==> config.mk <==
export PLATFORM = sky130hd
export DESIGN_NAME = keypad_digit_display_flat
export DESIGN_NICKNAME = d
export VERILOG_FILES = /design/src/rtl/keypad_digit_display_if.sv /design/src/rtl/keypad_digit_display.sv /design/src/flat_wrapper.sv
export SDC_FILE = /design/constraint.sdc
export NUM_CORES = 1
export LEC_CHECK = 0
export ABC_AREA = 1
export CAP_MARGIN = 25
export CORE_UTILIZATION = 53
export CTS_CLUSTER_DIAMETER = 40
export DETAILED_ROUTE_END_ITERATION = 7
export HOLD_SLACK_MARGIN = 0.06
export PLACE_DENSITY = 0.76
export SLEW_MARGIN = 20
export SYNTH_ARGS = -nofsm -noshare
export SYNTH_HDL_FRONTEND = slang
export SYNTH_SLANG_ARGS = --single-unit
==> constraint.sdc <==
create_clock -name clk -period 1.64 [get_ports clk]
set_input_delay 0.328 -clock clk [delete_from_list [all_inputs] [get_ports clk]]
set_output_delay 0.328 -clock clk [all_outputs]
set_load 0.01 [all_outputs]
==> src/rtl/keypad_digit_display_if.sv <==
// Keypad-side inputs and display-side outputs of the keypad digit display.
// The master drives key code, key level and clear; the slave drives the display.
interface keypad_digit_display_if;
    logic [3:0] key_code;
    logic       key_pressed;
    logic       clr;
    logic [7:0] an;
    logic [7:0] seg;
    logic [3:0] digit_count;
    logic       key_event;

    modport master (
        output key_code,
        output key_pressed,
        output clr,
        input  an,
        input  seg,
        input  digit_count,
        input  key_event
    );

    modport slave (
        input  key_code,
        input  key_pressed,
        input  clr,
        output an,
        output seg,
        output digit_count,
        output key_event
    );
endinterface

==> src/rtl/keypad_digit_display.sv <==
// Eight-digit hex entry field: shifts each new key press into a digit buffer
// and time-multiplexes the buffer onto a common-anode 7-segment display.
module keypad_digit_display #(
    parameter int REFRESH_DIV   = 100000,
    parameter bit BLANK_LEADING = 1'b1
) (
    input  logic                  clk,
    input  logic                  rst_n,
    keypad_digit_display_if.slave kp
);

    localparam int                CNT_W    = $clog2(REFRESH_DIV);
    localparam logic [CNT_W-1:0]  CNT_LAST = CNT_W'(REFRESH_DIV - 1);
    localparam logic [3:0]        FULL     = 4'd8;

    function automatic logic [7:0] hex7(input logic [3:0] d);
        logic [7:0] s;
        case (d)
            4'h0: s = 8'hC0;
            4'h1: s = 8'hF9;
            4'h2: s = 8'hA4;
            4'h3: s = 8'hB0;
            4'h4: s = 8'h99;
            4'h5: s = 8'h92;
            4'h6: s = 8'h82;
            4'h7: s = 8'hF8;
            4'h8: s = 8'h80;
            4'h9: s = 8'h90;
            4'hA: s = 8'h88;
            4'hB: s = 8'h83;
            4'hC: s = 8'hC6;
            4'hD: s = 8'hA1;
            4'hE: s = 8'h86;
            default: s = 8'h8E;
        endcase
        return s;
    endfunction

    // Unlit positions are fully dark; lit ones keep dp off (bit 7 set in hex7).
    function automatic logic [7:0] digit_seg(input logic [3:0] d, input logic lit);
        return lit ? hex7(d) : 8'hFF;
    endfunction

    logic             key_q;
    logic             press_evt;
    logic             accept;
    logic [31:0]      buffer;
    logic [3:0]       digit_count_r;
    logic             key_event_r;

    logic [CNT_W-1:0] refresh_cnt;
    logic [2:0]       scan_idx_p0;
    logic [3:0]       cur_digit;
    logic             cur_lit;
    logic [7:0]       an_p1;
    logic [7:0]       seg_p1;

    assign press_evt = kp.key_pressed & ~key_q;
    assign accept    = press_evt & ~kp.clr;

    // Entry stage: edge detect, shift buffer, occupancy count.
    // key_q resets high so a key held through reset release is not an event.
    always_ff @(posedge clk or negedge rst_n) begin
        if (!rst_n) begin
            key_q         <= 1'b1;
            buffer        <= 32'd0;
            digit_count_r <= 4'd0;
            key_event_r   <= 1'b0;
        end else begin
            key_q       <= kp.key_pressed;
            key_event_r <= accept;
            if (kp.clr) begin
                buffer        <= 32'd0;
                digit_count_r <= 4'd0;
            end else if (press_evt) begin
                buffer <= {buffer[27:0], kp.key_code};
                if (digit_count_r != FULL) begin
                    digit_count_r <= digit_count_r + 4'd1;
                end
            end
        end
    end

    // Scan stage: refresh divider and digit index.
    always_ff @(posedge clk or negedge rst_n) begin
        if (!rst_n) begin
            refresh_cnt <= '0;
            scan_idx_p0 <= 3'd0;
        end else if (refresh_cnt == CNT_LAST) begin
            refresh_cnt <= '0;
            scan_idx_p0 <= scan_idx_p0 + 3'd1;
        end else begin
            refresh_cnt <= refresh_cnt + 1'b1;
        end
    end

    assign cur_digit = buffer[{scan_idx_p0, 2'b00} +: 4];
    assign cur_lit   = BLANK_LEADING ? ({1'b0, scan_idx_p0} < digit_count_r) : 1'b1;

    // Drive stage: registered anodes and cathodes, one cycle behind the index.
    always_ff @(posedge clk or negedge rst_n) begin
        if (!rst_n) begin
            an_p1  <= 8'hFF;
            seg_p1 <= 8'hFF;
        end else begin
            an_p1  <= ~(8'd1 << scan_idx_p0);
            seg_p1 <= digit_seg(cur_digit, cur_lit);
        end
    end

    assign kp.an          = an_p1;
    assign kp.seg         = seg_p1;
    assign kp.digit_count = digit_count_r;
    assign kp.key_event   = key_event_r;

endmodule

==> src/flat_wrapper.sv <==
// flat-port wrapper written by rule: the top's interface ports become plain ports
module keypad_digit_display_flat 
#(
    parameter int REFRESH_DIV   = 100000,
    parameter bit BLANK_LEADING = 1'b1
)
  (clk, rst_n, kp_key_code, kp_key_pressed, kp_clr, kp_an, kp_seg, kp_digit_count, kp_key_event);
  keypad_digit_display_if kp_i ();
  input  logic clk;
  input  logic rst_n;
  input wire logic [$bits(kp_i.key_code)-1:0] kp_key_code;
  input wire logic [$bits(kp_i.key_pressed)-1:0] kp_key_pressed;
  input wire logic [$bits(kp_i.clr)-1:0] kp_clr;
  output wire logic [$bits(kp_i.an)-1:0] kp_an;
  output wire logic [$bits(kp_i.seg)-1:0] kp_seg;
  output wire logic [$bits(kp_i.digit_count)-1:0] kp_digit_count;
  output wire logic [$bits(kp_i.key_event)-1:0] kp_key_event;
  assign kp_i.key_code = kp_key_code;
  assign kp_i.key_pressed = kp_key_pressed;
  assign kp_i.clr = kp_clr;
  assign kp_an = kp_i.an;
  assign kp_seg = kp_i.seg;
  assign kp_digit_count = kp_i.digit_count;
  assign kp_key_event = kp_i.key_event;
  keypad_digit_display #(.REFRESH_DIV(REFRESH_DIV), .BLANK_LEADING(BLANK_LEADING)) u_core (.clk(clk), .rst_n(rst_n), .kp(kp_i));
endmodule
# [After elaboration in Yosys (flattened, before gate mapping)]
# Memory sizes are Yosys's and may differ from the RTL's.
# Cells that the tools add are included.
# W data, S select, Z words.
[classes] muxes=7 eq_ne=2 n_shift=2 add_sub_neg=3 n_reduce_logical=3 div=0 order_cmp=1 mul=0 bitwise=5
[ops] operator="$mux W32" count=2
[ops] operator="$shiftx A32 B6 Y4" count=1
[ops] operator="$add A17 B1 Y17 const B" count=1
[ops] operator="$eq A17 B17 Y1 const B" count=1
[ops] operator="$mux W17" count=1
[ops] operator="$mux W4" count=3
[ops] operator="$mux W8" count=1
[ops] operator="$not A8 Y8" count=1
[ops] operator="$shl A1 B3 Y8 const A" count=1
[ops] operator="$add A4 B1 Y4 const B" count=1
[ops] operator="$lt A3 B4 Y1" count=1
[ops] operator="$ne A4 B4 Y1 const B" count=1
[ops] operator="$reduce_bool A2 Y1" count=2
[ops] operator="$add A3 B1 Y3 const B" count=1
[ops] operator="$and A1 B1 Y1" count=2
[ops] operator="$not A1 Y1" count=2
[ops] operator="$reduce_and A2 Y1" count=1
[word_totals] ff_bits=74 rom_bits=112 mem_count=1 latchBits=0 output_inout_bits=21 ramBits=0
[mem_list] name="(no name shown)" depth=16 word_bits=7 read_ports=1 rd_ports_with_merged_regs=0 write_ports=0 line_no="keypad_digit_display.sv:18" text="case (d)"

# [Longest topological paths before layout]
[logic_depth] ltp_word=4 mapped_depth=13

# [Least setup slack after synthesis]
# No wires, ideal clock.
[synth_timing] kind="register to register" start="reg u_core.scan_idx_p0[0]" end="reg u_core.seg_p1[5] (netlist: u_core.kp.seg[5])" path_slack_ps=-39 stages_incl_launch_ff=14 arrival_ps=1594 path_buffers=2 setup_ps=84 synth_period_minus_slack_ps=1679 cell_sequence="dfrtp_1 > buf_6 > inv_8 > buf_12 > nand2_1 > nand3_1 > nand3_1 > o21ai_2 > inv_1 > ha_1 > nand3_1 > nand2_1 > nand2_1 > nand3_1"
[synth_between] elab_chain_cells=3 elab_cells_between_ends=4 cone_classes="1 x order compare; 1 x shift; 1 x mux; 1 x memory"
[synth_lines] element="start: declaration" line_no="keypad_digit_display.sv:52" text="logic [2:0] scan_idx_p0;"
[synth_lines] element="start signal: assignment" line_no="keypad_digit_display.sv:91" text="scan_idx_p0 <= scan_idx_p0 + 3'd1;"
[synth_lines] element="$shiftx A32 B6 Y4" line_no="keypad_digit_display.sv:97" text="assign cur_digit = buffer[{scan_idx_p0, 2'b00} +: 4];"
[synth_lines] element="$mem_v2 Z16 W7"
[synth_lines] element="$mux W8 *" line_no="keypad_digit_display.sv:41" text="return lit ? hex7(d) : 8'hFF;"
[synth_lines] element="end signal: assignment" line_no="keypad_digit_display.sv:107" text="seg_p1 <= digit_seg(cur_digit, cur_lit);"
[synth_lines] element="end: declaration" line_no="keypad_digit_display.sv:56" text="logic [7:0] seg_p1;"
# Mark *: on every way between the ends. The rest lies on a longest branch, timed or not.
# A chain may end at the register's enable or synchronous reset.

# [Worst setup path in the final report]
[layout_timing] start="reg u_core.scan_idx_p0[0]" end="reg u_core.seg_p1[0] (netlist: u_core.kp.seg[0])"
# The elaborated chain is that of the path after synthesis.

==> flow_summary.json <==
{
  "status": "finished, violations left",
  "failed_checks": "negative setup slack",
  "fillerInstances": 482,
  "insertion_delay_ps": 360,
  "nNetsFinal": 513,
  "cts_tree": "yes",
  "regArea_sq_mm": 0.00185,
  "rsz0062_at_grt": "true",
  "cts-htree-levels": 3,
  "worstSetupPathType": "register to register",
  "ys.flop_type": "dfrtp_1",
  "endpoint_kind": "register",
  "clock-skew-final_ps": 13.0,
  "cts_buffer_depth": 2,
  "path_clk_slew_ps": 70,
  "grt_pass1_wl_mm": 13.9,
  "synth_seq_cells": 73,
  "drtPass1Iterations": 5,
  "num_rows": 30,
  "setup_tns_ps": -500,
  "r2r_end": "u_core.kp.seg[0]",
  "grt.total_usage_pct": 24.4,
  "antenna_found_initial": 0,
  "cp_cell_sequence": "buf_12, clkinv_8, nand2_1, nand3_1, nand3_2, o21ai_4, buf_12, inv_8, ha_4, inv_2, nand2_1, nand3_1, nand3_1",
  "power_density_mw_per_mm2": 758,
  "fp.dieW_um": 85.9,
  "cp_common_cell": "nand3_1",
  "syn_avg_cell_area_sq_um": 8.81,
  "rrSetupSlack_ps": -120,
  "vias": 3181,
  "die_y_um": 85.9,
  "hpwlAfterDp_mm": 5.15,
  "p_leak_nw": 2.25,
  "dieArea_sq_mm": 0.00737,
  "ys_seq_area_share_pct": 49.5,
  "slowest_stage": "dfrtp_1",
  "synthCells": 423,
  "io_pins": 29,
  "hold_viol": 0,
  "place_ws_ps": -89.2,
  "crit_start": "u_core.scan_idx_p0[0]",
  "yosysTopAreaCell": "dfrtp_1",
  "async_reset_ff_share_pct": 100,
  "detail-route-antenna-nets": 0,
  "final_core_util_pct": 72.4,
  "vdd_drop_max_v": 0.000578,
  "cp.depth": 13,
  "cts_made_buffers": 9,
  "detail_route.wl_per_cell_um": 15.4,
  "r2r_cells": 13,
  "area_growth_syn_to_layout_pct": 32.0,
  "vias_per_cell": 5.40,
  "netlist.area_leader.share_pct": 38.3,
  "wl_mm": 9.09,
  "fp.coreArea_sq_mm": 0.00679,
  "yosysUniqueCellTypes": 33,
  "cap_violations": 0,
  "multi_input_area_sq_mm": 0.00178,
  "drive_gt1_share_pct": 29.8,
  "setup_ws_ps": -124,
  "num_antenna_cells": 0,
  "remaining_drc_errors": 0,
  "cp-endpoint": "u_core.kp.seg[0]",
  "grt_pass1_vias": 3062,
  "arrival_ps": 2040,
  "period_minus_slack_ps": 1760,
  "synth_most_common_cell": "nand2_1",
  "clock-sinks": 73,
  "grt_max_degree": 74,
  "crit_path_max_incr_delay_ps": 410,
  "yosys_warnings": 0,
  "final_max_slew_viol_count": 0,
  "rr_startpoint": "u_core.scan_idx_p0[0]",
  "p_total_mw": 3.73,
  "synth_edf_count": 0,
  "gp_congestion": 0.870,
  "synth_nets": 448,
  "synth_area_leaders": "dfrtp_1 (38%), dfstp_2 (11%), nand2_1 (8.4%)",
  "grt.overflow.total": 0,
  "cp_num_buf_inv": 5,
  "initial_core_util_pct": 54.9,
  "crit_fanout": 6,
  "netlist_area_sq_mm": 0.00373,
  "cp_top_family": "simple AND/OR/NAND/NOR gates",
  "portBuffers": 27,
  "first_iter_violations": 221,
  "setup_viol": 7,
  "required_ps": 1920,
  "synth_common_cells": "nand2_1 (83), inv_1 (69), dfrtp_1 (57), nand3_1 (41), o22ai_1 (28)",
  "hold_path.class": "input pin to register",
  "clock-root-buffer": "clkbuf_8",
  "startpoint_type": "register",
  "timing.hold.ws_ps": 410,
  "fin_crit_sh_pct": 108,
  "max_clock_freq_mhz": 567
}
kinds of logic after synthesis:
| logic type | synth area share [%] |
|---|---|
| xor gates and xnor gates | 2.35 |
| adders and majority gates | 5.70 |
| AOI/OAI and AO/OA | 8.12 |
| and+or+nand+nor | 23.7 |
| other | 0.101 |
| buffers and inverters | 10.5 |
| DFF | 49.5 |
power by group:
part           leakage [nW]  total [mW]  switching [mW]  internal [mW]
sequential            0.943        1.88          0.0141           1.87
clock                0.0962        1.44           0.690          0.752
combinational          1.21       0.407           0.240          0.167
worst min path at each step:
stage / startpoint / to / slack [ps] / cells past startpoint
global route: kp_key_pressed / u_core.key_q / 430 / 1
finish: kp_key_pressed / u_core.key_q / 410 / 1
detailed placement: rst_n / u_core.buffer[31] / 380 / 2
floorplan: rst_n / u_core.buffer[0] / 30 / 0
global placement: rst_n / u_core.buffer[31] / 380 / 2
CTS: kp_key_pressed / u_core.key_q / 410 / 1
cells in the final DEF (no fill, tap or decap), types with 10 or more instances in the layout:
cell,n
inv_1,65
nand4_1,13
o22ai_1,28
dfrtp_1,55
nand2_2,14
o21ai_0,11
clkdlybuf4s50_1,10
nor2_1,22
dlygate4sd2_1,16
nand3_1,19
clkbuf_8,10
buf_4,21
nand2_1,71
nand3_2,24
ha_1,11
dfstp_2,16
repair_timing:
item | CTS | global route
pin swaps | 22 | 24
setup endpoints to repair | 26 | 7
gates resized for setup | 65 | 30
buffers inserted | 10 | 7
endpoints found under the hold margin | 57 | 0
hold buffers | 1 | 0
cloned | 1 | 0
stage by stage:
step	instance area [sq um]	cells
final	4920	589
after global routing	4920	589
after detailed placement	4220	554
after floorplan	3740	423
after CTS	4720	582
after global placement	4220	554
per-layer routing:
layer	vias to the layer above	wire [um]	part of all wire, %	GRT usage, %
met4	0	311	3.4	11.1
met3	33	453	5.0	5.00
met2	120	4500	49	38.7
li1	1491	-	-	-
met5	-	0	0	0
met1	1537	3830	42	32.3
worst register-to-register path: stages, from the launching register on:
cell and delay (ps):
dfrtp_1 410, buf_12 150, clkinv_8 60, nand2_1 70
nand3_1 110, nand3_2 110, o21ai_4 110, buf_12 150
inv_8 40, ha_4 170, inv_2 50, nand2_1 70
nand3_1 110, nand3_1 70
final cells by class:
| cell class | count | share of cell area [%] |
|---|---|---|
| Sequential cell | 73 | 37.6 |
| Timing Repair Buffer | 64 | 13.3 |
| Inverter | 76 | 6.38 |
| Multi-Input combinational cell | 264 | 36.2 |
| Clock buffer | 11 | 2.87 |
| Clock inverter | 5 | 1.27 |
| Tap cell | 96 | 2.44 |
state kept, by name, indices dropped and copies added (netlist names):
signal	flops
u_core.kp.seg	7
u_core.kp.digit_count	4
u_core.kp.an	8
u_core.refresh_cnt	17
u_core.buffer	32
u_core.scan_idx_p0	3
u_core.key_q	1
u_core.kp.key_event	1
Power figures use the tool's default switching activity.
